**config.mk**
```make
export PLATFORM = sky130hd
export DESIGN_NAME = led_status_engine
export DESIGN_NICKNAME = d
export VERILOG_FILES = /design/src/rtl/led_status_engine.sv
export SDC_FILE = /design/constraint.sdc
export NUM_CORES = 1
export LEC_CHECK = 0
export ABC_CLOCK_PERIOD_IN_PS = 2880
export CORE_MARGIN = 10
export CORE_UTILIZATION = 50
export CTS_BUF_LIST = sky130_fd_sc_hd__clkbuf_8
export DETAILED_ROUTE_END_ITERATION = 7
export GPL_TIMING_DRIVEN = 0
export PLACE_DENSITY_LB_ADDON = 0.05
export SYNTH_ARGS = -nofsm -noshare
export SYNTH_HDL_FRONTEND = slang
export SYNTH_SLANG_ARGS = --single-unit
```
**constraint.sdc**
```tcl
create_clock -name clk -period 2.88 [get_ports clk]
set_input_delay 0.432 -clock clk [delete_from_list [all_inputs] [get_ports clk]]
set_output_delay 0.432 -clock clk [all_outputs]
set_load 0.01 [all_outputs]
```
**src/rtl/led_status_engine.sv**
```systemverilog
`default_nettype none
//==============================================================================
// Module   : led_status_engine
// Desc     : Registered LED strip driver: health bars with hit flash, win chase
//            and draw/illegal blink selected from the game state.
// Revision : 1.0 - initial release
//==============================================================================
module led_status_engine #(
    parameter int NUM_LEDS      = 10,
    parameter int MAX_HEALTH    = 3,
    parameter int BLINK_HALF    = 25000000,
    parameter int FLASH_HALF    = 2500000,
    parameter int FLASH_TOGGLES = 6,
    parameter int CHASE_STEP    = 5000000,
    localparam int HW           = $clog2(MAX_HEALTH + 1)
) (
    input  logic                clk,
    input  logic                rst_n,
    input  logic [2:0]          game_state,
    input  logic [HW-1:0]       p1_health,
    input  logic [HW-1:0]       p2_health,
    output logic [NUM_LEDS-1:0] leds
);

    localparam int c_pos_w   = (NUM_LEDS   > 1) ? $clog2(NUM_LEDS)   : 1;
    localparam int c_blink_w = (BLINK_HALF > 1) ? $clog2(BLINK_HALF) : 1;
    localparam int c_flash_w = (FLASH_HALF > 1) ? $clog2(FLASH_HALF) : 1;
    localparam int c_chase_w = (CHASE_STEP > 1) ? $clog2(CHASE_STEP) : 1;
    localparam int c_tog_w   = $clog2(FLASH_TOGGLES + 1);

    localparam logic [c_pos_w-1:0]    c_pos_top    = c_pos_w'(NUM_LEDS - 1);
    localparam logic [c_blink_w-1:0]  c_blink_last = c_blink_w'(BLINK_HALF - 1);
    localparam logic [c_flash_w-1:0]  c_flash_last = c_flash_w'(FLASH_HALF - 1);
    localparam logic [c_chase_w-1:0]  c_chase_last = c_chase_w'(CHASE_STEP - 1);
    localparam logic [c_tog_w-1:0]    c_tog_load   = c_tog_w'(FLASH_TOGGLES);
    localparam logic [c_tog_w-1:0]    c_tog_one    = c_tog_w'(1);
    localparam logic [HW-1:0]         c_max_h      = HW'(MAX_HEALTH);
    localparam logic [MAX_HEALTH-1:0] c_bar_full   = '1;
    localparam logic [NUM_LEDS-1:0]   c_led_one    = NUM_LEDS'(1);

    typedef enum logic [2:0] {
        MODE_OFF        = 3'd0,
        MODE_HEALTH     = 3'd1,
        MODE_CHASE_DOWN = 3'd2,
        MODE_CHASE_UP   = 3'd3,
        MODE_BLINK      = 3'd4
    } mode_t;

    mode_t                 r_mode, w_mode;
    logic                  w_entry;
    logic                  w_health_mode;
    logic [c_pos_w-1:0]    r_pos, w_pos_n;
    logic [c_chase_w-1:0]  r_chase_cnt, w_chase_cnt_n;
    logic [c_blink_w-1:0]  r_blink_cnt, w_blink_cnt_n;
    logic                  r_blink_on, w_blink_on_n;
    logic [NUM_LEDS-1:0]   w_leds_n;

    always_comb begin
        w_mode = MODE_BLINK;
        case (game_state)
            3'd0:       w_mode = MODE_OFF;
            3'd1, 3'd2: w_mode = MODE_HEALTH;
            3'd3:       w_mode = MODE_CHASE_DOWN;
            3'd4:       w_mode = MODE_CHASE_UP;
            default:    w_mode = MODE_BLINK;
        endcase
    end

    assign w_entry       = (w_mode != r_mode);
    assign w_health_mode = (w_mode == MODE_HEALTH);

    // Per-player saturation, hit detection and flash timing
    for (genvar gi = 0; gi < 2; gi++) begin : g_player
        logic [HW-1:0]         w_raw;
        logic [HW-1:0]         w_sat;
        logic                  w_hit;
        logic [HW-1:0]         r_prev;
        logic                  r_active, w_active_n;
        logic [c_flash_w-1:0]  r_cnt, w_cnt_n;
        logic [c_tog_w-1:0]    r_tog, w_tog_n;
        logic [MAX_HEALTH-1:0] w_bar;

        assign w_raw = (gi == 0) ? p1_health : p2_health;
        assign w_sat = (w_raw > c_max_h) ? c_max_h : w_raw;
        assign w_hit = w_health_mode && (w_sat < r_prev);

        always_comb begin
            w_active_n = r_active;
            w_cnt_n    = r_cnt;
            w_tog_n    = r_tog;
            if (!w_health_mode) begin
                w_active_n = 1'b0;
                w_cnt_n    = '0;
                w_tog_n    = '0;
            end else if (w_hit) begin
                w_active_n = 1'b1;
                w_cnt_n    = '0;
                w_tog_n    = c_tog_load;
            end else if (r_active) begin
                if (r_cnt == c_flash_last) begin
                    w_cnt_n    = '0;
                    w_tog_n    = r_tog - 1'b1;
                    w_active_n = (r_tog != c_tog_one);
                end else begin
                    w_cnt_n = r_cnt + 1'b1;
                end
            end
            // Even toggle count remaining marks the dark half-period
            w_bar = ~(c_bar_full >> w_sat);
            if (w_active_n && !w_tog_n[0]) begin
                w_bar = '0;
            end
        end

        always_ff @(posedge clk or negedge rst_n) begin
            if (!rst_n) begin
                r_prev   <= c_max_h;
                r_active <= 1'b0;
                r_cnt    <= '0;
                r_tog    <= '0;
            end else begin
                r_prev   <= w_sat;
                r_active <= w_active_n;
                r_cnt    <= w_cnt_n;
                r_tog    <= w_tog_n;
            end
        end
    end

    always_comb begin
        w_pos_n       = r_pos;
        w_chase_cnt_n = r_chase_cnt;
        w_blink_cnt_n = r_blink_cnt;
        w_blink_on_n  = r_blink_on;
        if (w_entry) begin
            w_pos_n       = (w_mode == MODE_CHASE_DOWN) ? c_pos_top : '0;
            w_chase_cnt_n = '0;
            w_blink_cnt_n = '0;
            w_blink_on_n  = 1'b1;
        end else begin
            case (w_mode)
                MODE_CHASE_DOWN: begin
                    if (r_chase_cnt == c_chase_last) begin
                        w_chase_cnt_n = '0;
                        w_pos_n       = (r_pos == '0) ? c_pos_top : r_pos - 1'b1;
                    end else begin
                        w_chase_cnt_n = r_chase_cnt + 1'b1;
                    end
                end
                MODE_CHASE_UP: begin
                    if (r_chase_cnt == c_chase_last) begin
                        w_chase_cnt_n = '0;
                        w_pos_n       = (r_pos == c_pos_top) ? '0 : r_pos + 1'b1;
                    end else begin
                        w_chase_cnt_n = r_chase_cnt + 1'b1;
                    end
                end
                MODE_BLINK: begin
                    if (r_blink_cnt == c_blink_last) begin
                        w_blink_cnt_n = '0;
                        w_blink_on_n  = ~r_blink_on;
                    end else begin
                        w_blink_cnt_n = r_blink_cnt + 1'b1;
                    end
                end
                default: ;
            endcase
        end

        w_leds_n = '0;
        case (w_mode)
            MODE_HEALTH: begin
                w_leds_n[NUM_LEDS-1 -: MAX_HEALTH] = g_player[0].w_bar;
                w_leds_n[MAX_HEALTH-1:0]           = g_player[1].w_bar;
            end
            MODE_CHASE_DOWN, MODE_CHASE_UP: w_leds_n = c_led_one << w_pos_n;
            MODE_BLINK:                     w_leds_n = {NUM_LEDS{w_blink_on_n}};
            default:                        w_leds_n = '0;
        endcase
    end

    always_ff @(posedge clk or negedge rst_n) begin
        if (!rst_n) begin
            r_mode      <= MODE_OFF;
            r_pos       <= '0;
            r_chase_cnt <= '0;
            r_blink_cnt <= '0;
            r_blink_on  <= 1'b0;
            leds        <= '0;
        end else begin
            r_mode      <= w_mode;
            r_pos       <= w_pos_n;
            r_chase_cnt <= w_chase_cnt_n;
            r_blink_cnt <= w_blink_cnt_n;
            r_blink_on  <= w_blink_on_n;
            leds        <= w_leds_n;
        end
    end

endmodule
`default_nettype wire
```
# After elaboration in Yosys (flattened, before gate mapping)
# Cells that the tools add are included.
op_classes:
  n_bitwise: 3
  order_cmp: 4
  n_addsub: 8
  n_shift: 3
  n_eq_ne: 20
  n_reduce_logical: 14
  mux: 48
ops:
  columns: ["operator", "count"]
  rows:
  - ["$mux W22", 8]
  - ["$mux W25", 3]
  - ["$mux W23", 3]
  - ["$add A22 B1 Y22 const B", 2]
  - ["$eq A22 B22 Y1 const B", 2]
  - ["$mux W3", 10]
  - ["$add A25 B1 Y25 const B", 1]
  - ["$eq A25 B25 Y1 const B", 1]
  - ["$mux W4", 6]
  - ["$add A23 B1 Y23 const B", 1]
  - ["$eq A23 B23 Y1 const B", 1]
  - ["$ne A3 B1 Y1 const B", 6]
  - ["$pmux W3 S3", 2]
  - ["$pmux W4 S2", 2]
  - ["$eq A3 B2 Y1 const B", 4]
  - ["$pmux W3 S4", 1]
  - ["$mux W1", 11]
  - ["$shl A1 B4 Y10 const A", 1]
  - ["$eq A3 B1 Y1 const B", 2]
  - ["$eq A3 B3 Y1 const B", 2]
  - ["$not A3 Y3", 2]
  - ["$shr A3 B2 Y3 const A", 2]
  - ["$sub A3 B1 Y3 const B", 2]
  - ["$add A4 B1 Y4 const B", 1]
  - ["14 further kinds", 24]
totals:
  elab_cells: 116
  register_bits: 122
  in_bits: 9
  output_inout_bits: 10

# Depth between registers and ports, before layout
depth:
  ltp_word: 11
  mapped_depth: 11
  depth_no_buf: 9

# Worst setup path before layout
# Ideal clock, no wire load.
synth_path:
  kind: "register -> register"
  from: "register r_chase_cnt[7]"
  to: "register leds[9]"
  path_stages_with_launch: 9
  slack_ns: 0.296
  t_required_ns: 2.776
  period_less_slack_ns: 2.584
  path_buffers: 1
  setup_time_ns: 0.104
  t_arrival_ns: 2.480
  cell_sequence: "dfrtp_1 or4b_4 nor4_4 and3_2 buf_2 mux2i_1 o21ai_0 or2_1 o311ai_1"
synth_via:
  elab_chain_len: 6
  word_cells_on_any_way: 7
  classes_between: "eq/ne: 1; shift: 1; mux: 5"
synth_rtl:
  columns: ["item", "line_no", "source"]
  rows:
  - ["from (decl)", "53", "logic [c_chase_w-1:0] r_chase_cnt, w_chase_cnt_n;"]
  - ["from (signal assigned)", "193", "r_chase_cnt <= w_chase_cnt_n;"]
  - ["$eq A23 B23 Y1 *", "143, 151", null]
  - ["$mux W4, on equally long branches", "151, 143", null]
  - ["$pmux W4 S2 *", "141", "case (w_mode)"]
  - ["$mux W4 *", "135", "if (w_entry) begin"]
  - ["$shl A1 B4 Y10 *", "176", "MODE_CHASE_DOWN, MODE_CHASE_UP: w_leds_n = c_led_one << w_pos_n;"]
  - ["$pmux W3 S3 *", "171", "case (w_mode)"]
  - ["via w_leds_n[9]", "56", "logic [NUM_LEDS-1:0] w_leds_n;"]
  - ["to (signal assigned)", "196", "leds <= w_leds_n;"]
  - ["to (decl)", "22", "output logic [NUM_LEDS-1:0] leds"]
# Mark *: on every way through the listed nets, which the timed path passes. The rest lies on a longest branch.
# A chain may end at the register's enable or synchronous reset.

# Final worst setup path
layout_path:
  from: "register r_chase_cnt[7]"
  to: "register leds[4]"
layout_via:
  elab_chain_len: 6
  word_cells_on_any_way: 7
  classes_between: "eq/ne: 1; shift: 1; mux: 5"
layout_rtl:
  columns: ["item", "line_no"]
  rows:
  - ["$eq A23 B23 Y1 *", "143, 151"]
  - ["$mux W4, on equally long branches", "151, 143"]
  - ["$pmux W4 S2 *", "141"]
  - ["$mux W4 *", "135"]
  - ["$shl A1 B4 Y10 *", "176"]
  - ["$pmux W4 S2 *", "171"]
  - ["via w_leds_n[4]", "56"]
# Marks and branches as above.

==> results.json <==
{
  "clkPwrFrac_pct": 46.2,
  "hold_slack_ps": 486.7,
  "numCtsBuffers": 17,
  "drt_iter0_markers": 413,
  "syn_to_final_growth_pct": 15.49,
  "skew_ps": 12.21,
  "status": "completed",
  "fillers": 1184,
  "holdCritPathClass": "in -> async",
  "arrival_ps": 3120,
  "async_flop_share_pct": 100.0,
  "overflow": 0,
  "cell_internal_pwr_mw": 2.908,
  "grtUsageMet2_pct": 25.58,
  "critPathKind": "reg -> reg",
  "ant_nets": 0,
  "drt-total-wl_mm": 14.87,
  "hold_violations": 0,
  "row_count": 42,
  "final_cell_mix": "dfrtp_1 (115), nor2_1 (98), nand2_1 (56), o21ai_0 (45), nand3_1 (44)",
  "chipHeight_um": 135.5,
  "diodes": 0,
  "syn_inst": 727,
  "via_per_inst": 5.701,
  "yosysWarnings": 0,
  "grt_pass1_wl_mm": 25.59,
  "peakVddDrop_mv": 0.3354,
  "p_comb_share_pct": 8.6,
  "setup_tns_ps": 0,
  "setup_viol": 0,
  "busiest_layer": "met2",
  "ys_types": 77,
  "layout_commonest_cell": "dfrtp_1",
  "clk_latency_ps": 450,
  "slew_headroom_pct": 46.01,
  "nets": 790,
  "fmax_mhz": 358.2,
  "synth_enable_flop_cells": 0,
  "ys_seq_area_share_pct": 45.83,
  "yosysTopAreaCell": "dfrtp_1",
  "ys_seq_elements": 122,
  "clock_sinks": 122,
  "p_per_area_nw_per_um2": 507.0,
  "slew_violations": 0,
  "die_w_um": 135.5,
  "start_kind": "flop",
  "leakagePower_nw": 3.099,
  "fp.coreArea_um2": 13140,
  "ios": 19,
  "p_total_mw": 3.907,
  "route.vias.total": 5456,
  "met1_usage_pct": 23.23,
  "seqPwrFrac_pct": 45.2,
  "syn_avg_cell_area_um2": 9.178,
  "wl_per_cell_um": 15.53,
  "cp-startpoint": "r_chase_cnt[7]",
  "clkTransAtPathRegs_ps": 80,
  "synthFlopType": "dfrtp_1",
  "switchingPower_uw": 998.6,
  "netlist_top_cells_area": "dfrtp_1 (44%), nor2_1 (5.6%), xor2_1 (4.6%)",
  "syn_area_um2": 6673,
  "crit_path_end_kind": "flop",
  "die_area_um2": 18370,
  "drt-pass1-iter-count": 5,
  "cts.htree.levels": 4,
  "drive_gt1_share_pct": 11.40,
  "post-route-drc-count": 0,
  "cts-root-buf": "clkbuf_8",
  "cts_max_path_buffers": 2,
  "first_global_vias": 5328,
  "globalplace.congestion": 0.8582,
  "cts_tree": "built",
  "numPortBuffers": 18,
  "grt_max_degree": 70,
  "worst_slew_pin_slew_ps": 803.6,
  "syn_nets": 749,
  "final.period_utilization_pct": 96.94,
  "max-cap-violations": 0,
  "crit_fanout": 8,
  "hpwl_mm": 10.56,
  "rr_startpoint": "r_chase_cnt[7]",
  "grt_setup_unrepaired": "yes",
  "antenna_found_initial": 0,
  "sw_frac_of_total_pct": 25.56,
  "fin_crit_ps": 2792,
  "critPathRequiredTime_ps": 3210,
  "yosys.area.top_type_share_pct": 44.25,
  "start_util_pct": 50.79,
  "grt_use_met3_pct": 3.746,
  "grt.total_usage_pct": 16.89
}
[layout make-up]
cell class,count,area (µm²),share of cell area [%]
buffer,24,118.9,1.542
clock buffer,17,234.0,3.036
clock inverter,15,235.2,3.052
inverter,27,101.3,1.315
multi-input combinational,554,3488,45.27
sequential,122,3062,39.73
tap,176,220.2,2.858
timing repair buffer,22,246.5,3.199
[power groups by stage]
stage	registers, mW	clock network (mW)	logic (mW)
global route	1.77	1.92	0.371
floorplan	1.80	0	0.175
finish	1.77	1.80	0.334
global placement	1.80	0	0.306
CTS	1.77	1.85	0.324
detailed placement	1.80	0	0.316
[cell families (layout without fill, tap and decap cells)]
family          after synthesis  count (layout)  share of synthesized area [%]
simple gates                343             343                          26.46
compound gates              132             132                          13.31
flops                       122             122                          45.83
xor+xnor                     61              61                          8.007
buf+inv                      51             105                          3.187
fa+ha+maj                    13              13                          2.438
mux                           5               5                         0.7688
[Yosys cell counts, drive strengths merged (3+ instances only)]
master,count
or4b,3
nor2b,6
xnor2,26
or2,6
nor4b,4
o211ai,6
clkbuf,20
o311ai,4
a31oi,7
dfrtp,118
nor3,23
inv,26
or4,5
ha,13
o31ai,10
a21oi,23
nor2,101
and2,4
o41ai,5
xor2,35
nand2b,13
and3,21
and4,4
mux2i,4
nand4,20
nand2,56
or3,8
dfstp,4
nand4b,3
nor4,9
o21ai,51
buf,4
a21o,3
nand3,46
[timing repair]
action                     CTS  global route
hold buffers                 1             0
gates cloned                 0             0
hold endpoints to repair    53             0
setup endpoints to repair   23            45
pin swaps                    3             3
gates resized for setup      9            26
buffers inserted             1             1
[final timing paths]
kind | depth (start not counted) | slack (ps) | endpoint
worst max-delay path | 8 | 90 | leds[4]
worst min-delay path | 2 | 490 | r_chase_cnt[15]
worst max register to register | 8 | 90 | leds[4]
worst min register to register | 1 | 500 | r_blink_cnt[19]
max in group asynchronous | 3 | 1650 | g_player[0].r_prev[0]
min in group clk | 1 | 500 | g_player[0].r_prev[0]
[through the flow]
stage	setup slack, ps	instance area (µm²)	utilization [%]	instances
2_1_floorplan	296.0	6673	-	727
3_3_place_gp	-3325	7073	53.84	921
3_5_place_dp	-636.2	7102	54.06	922
4_1_cts	2.930	7622	58.02	956
5_1_grt	-23.08	7706	58.66	957
6_report	88.10	7706	58.66	957
[flip-flops by register name, indices dropped and copies added, names as in the netlist]
signal             cells
g_player.r_active      2
g_player.r_cnt        44
g_player.r_prev        4
g_player.r_tog         6
leds                  10
r_blink_cnt           25
r_blink_on             1
r_chase_cnt           23
r_mode                 3
r_pos                  4
[per-layer routing]
metal	share of wire (%)	wire length (µm)	vias to the layer above
met5	0	0	-
met4	1.6	243	0
met3	4.4	657	22
met2	45	6754	130
met1	48	7210	2619
li1	-	-	2685
[worst max-delay path, stage by stage, from the launching register on]
cell      delay (ps)
dfrtp_2          450
or4b_4           550
nor4_4           380
and2_1           190
buf_6            140
a41oi_4          140
a211oi_4         330
inv_2            140
o31ai_1          350
(Power assumes the default switching activity.)
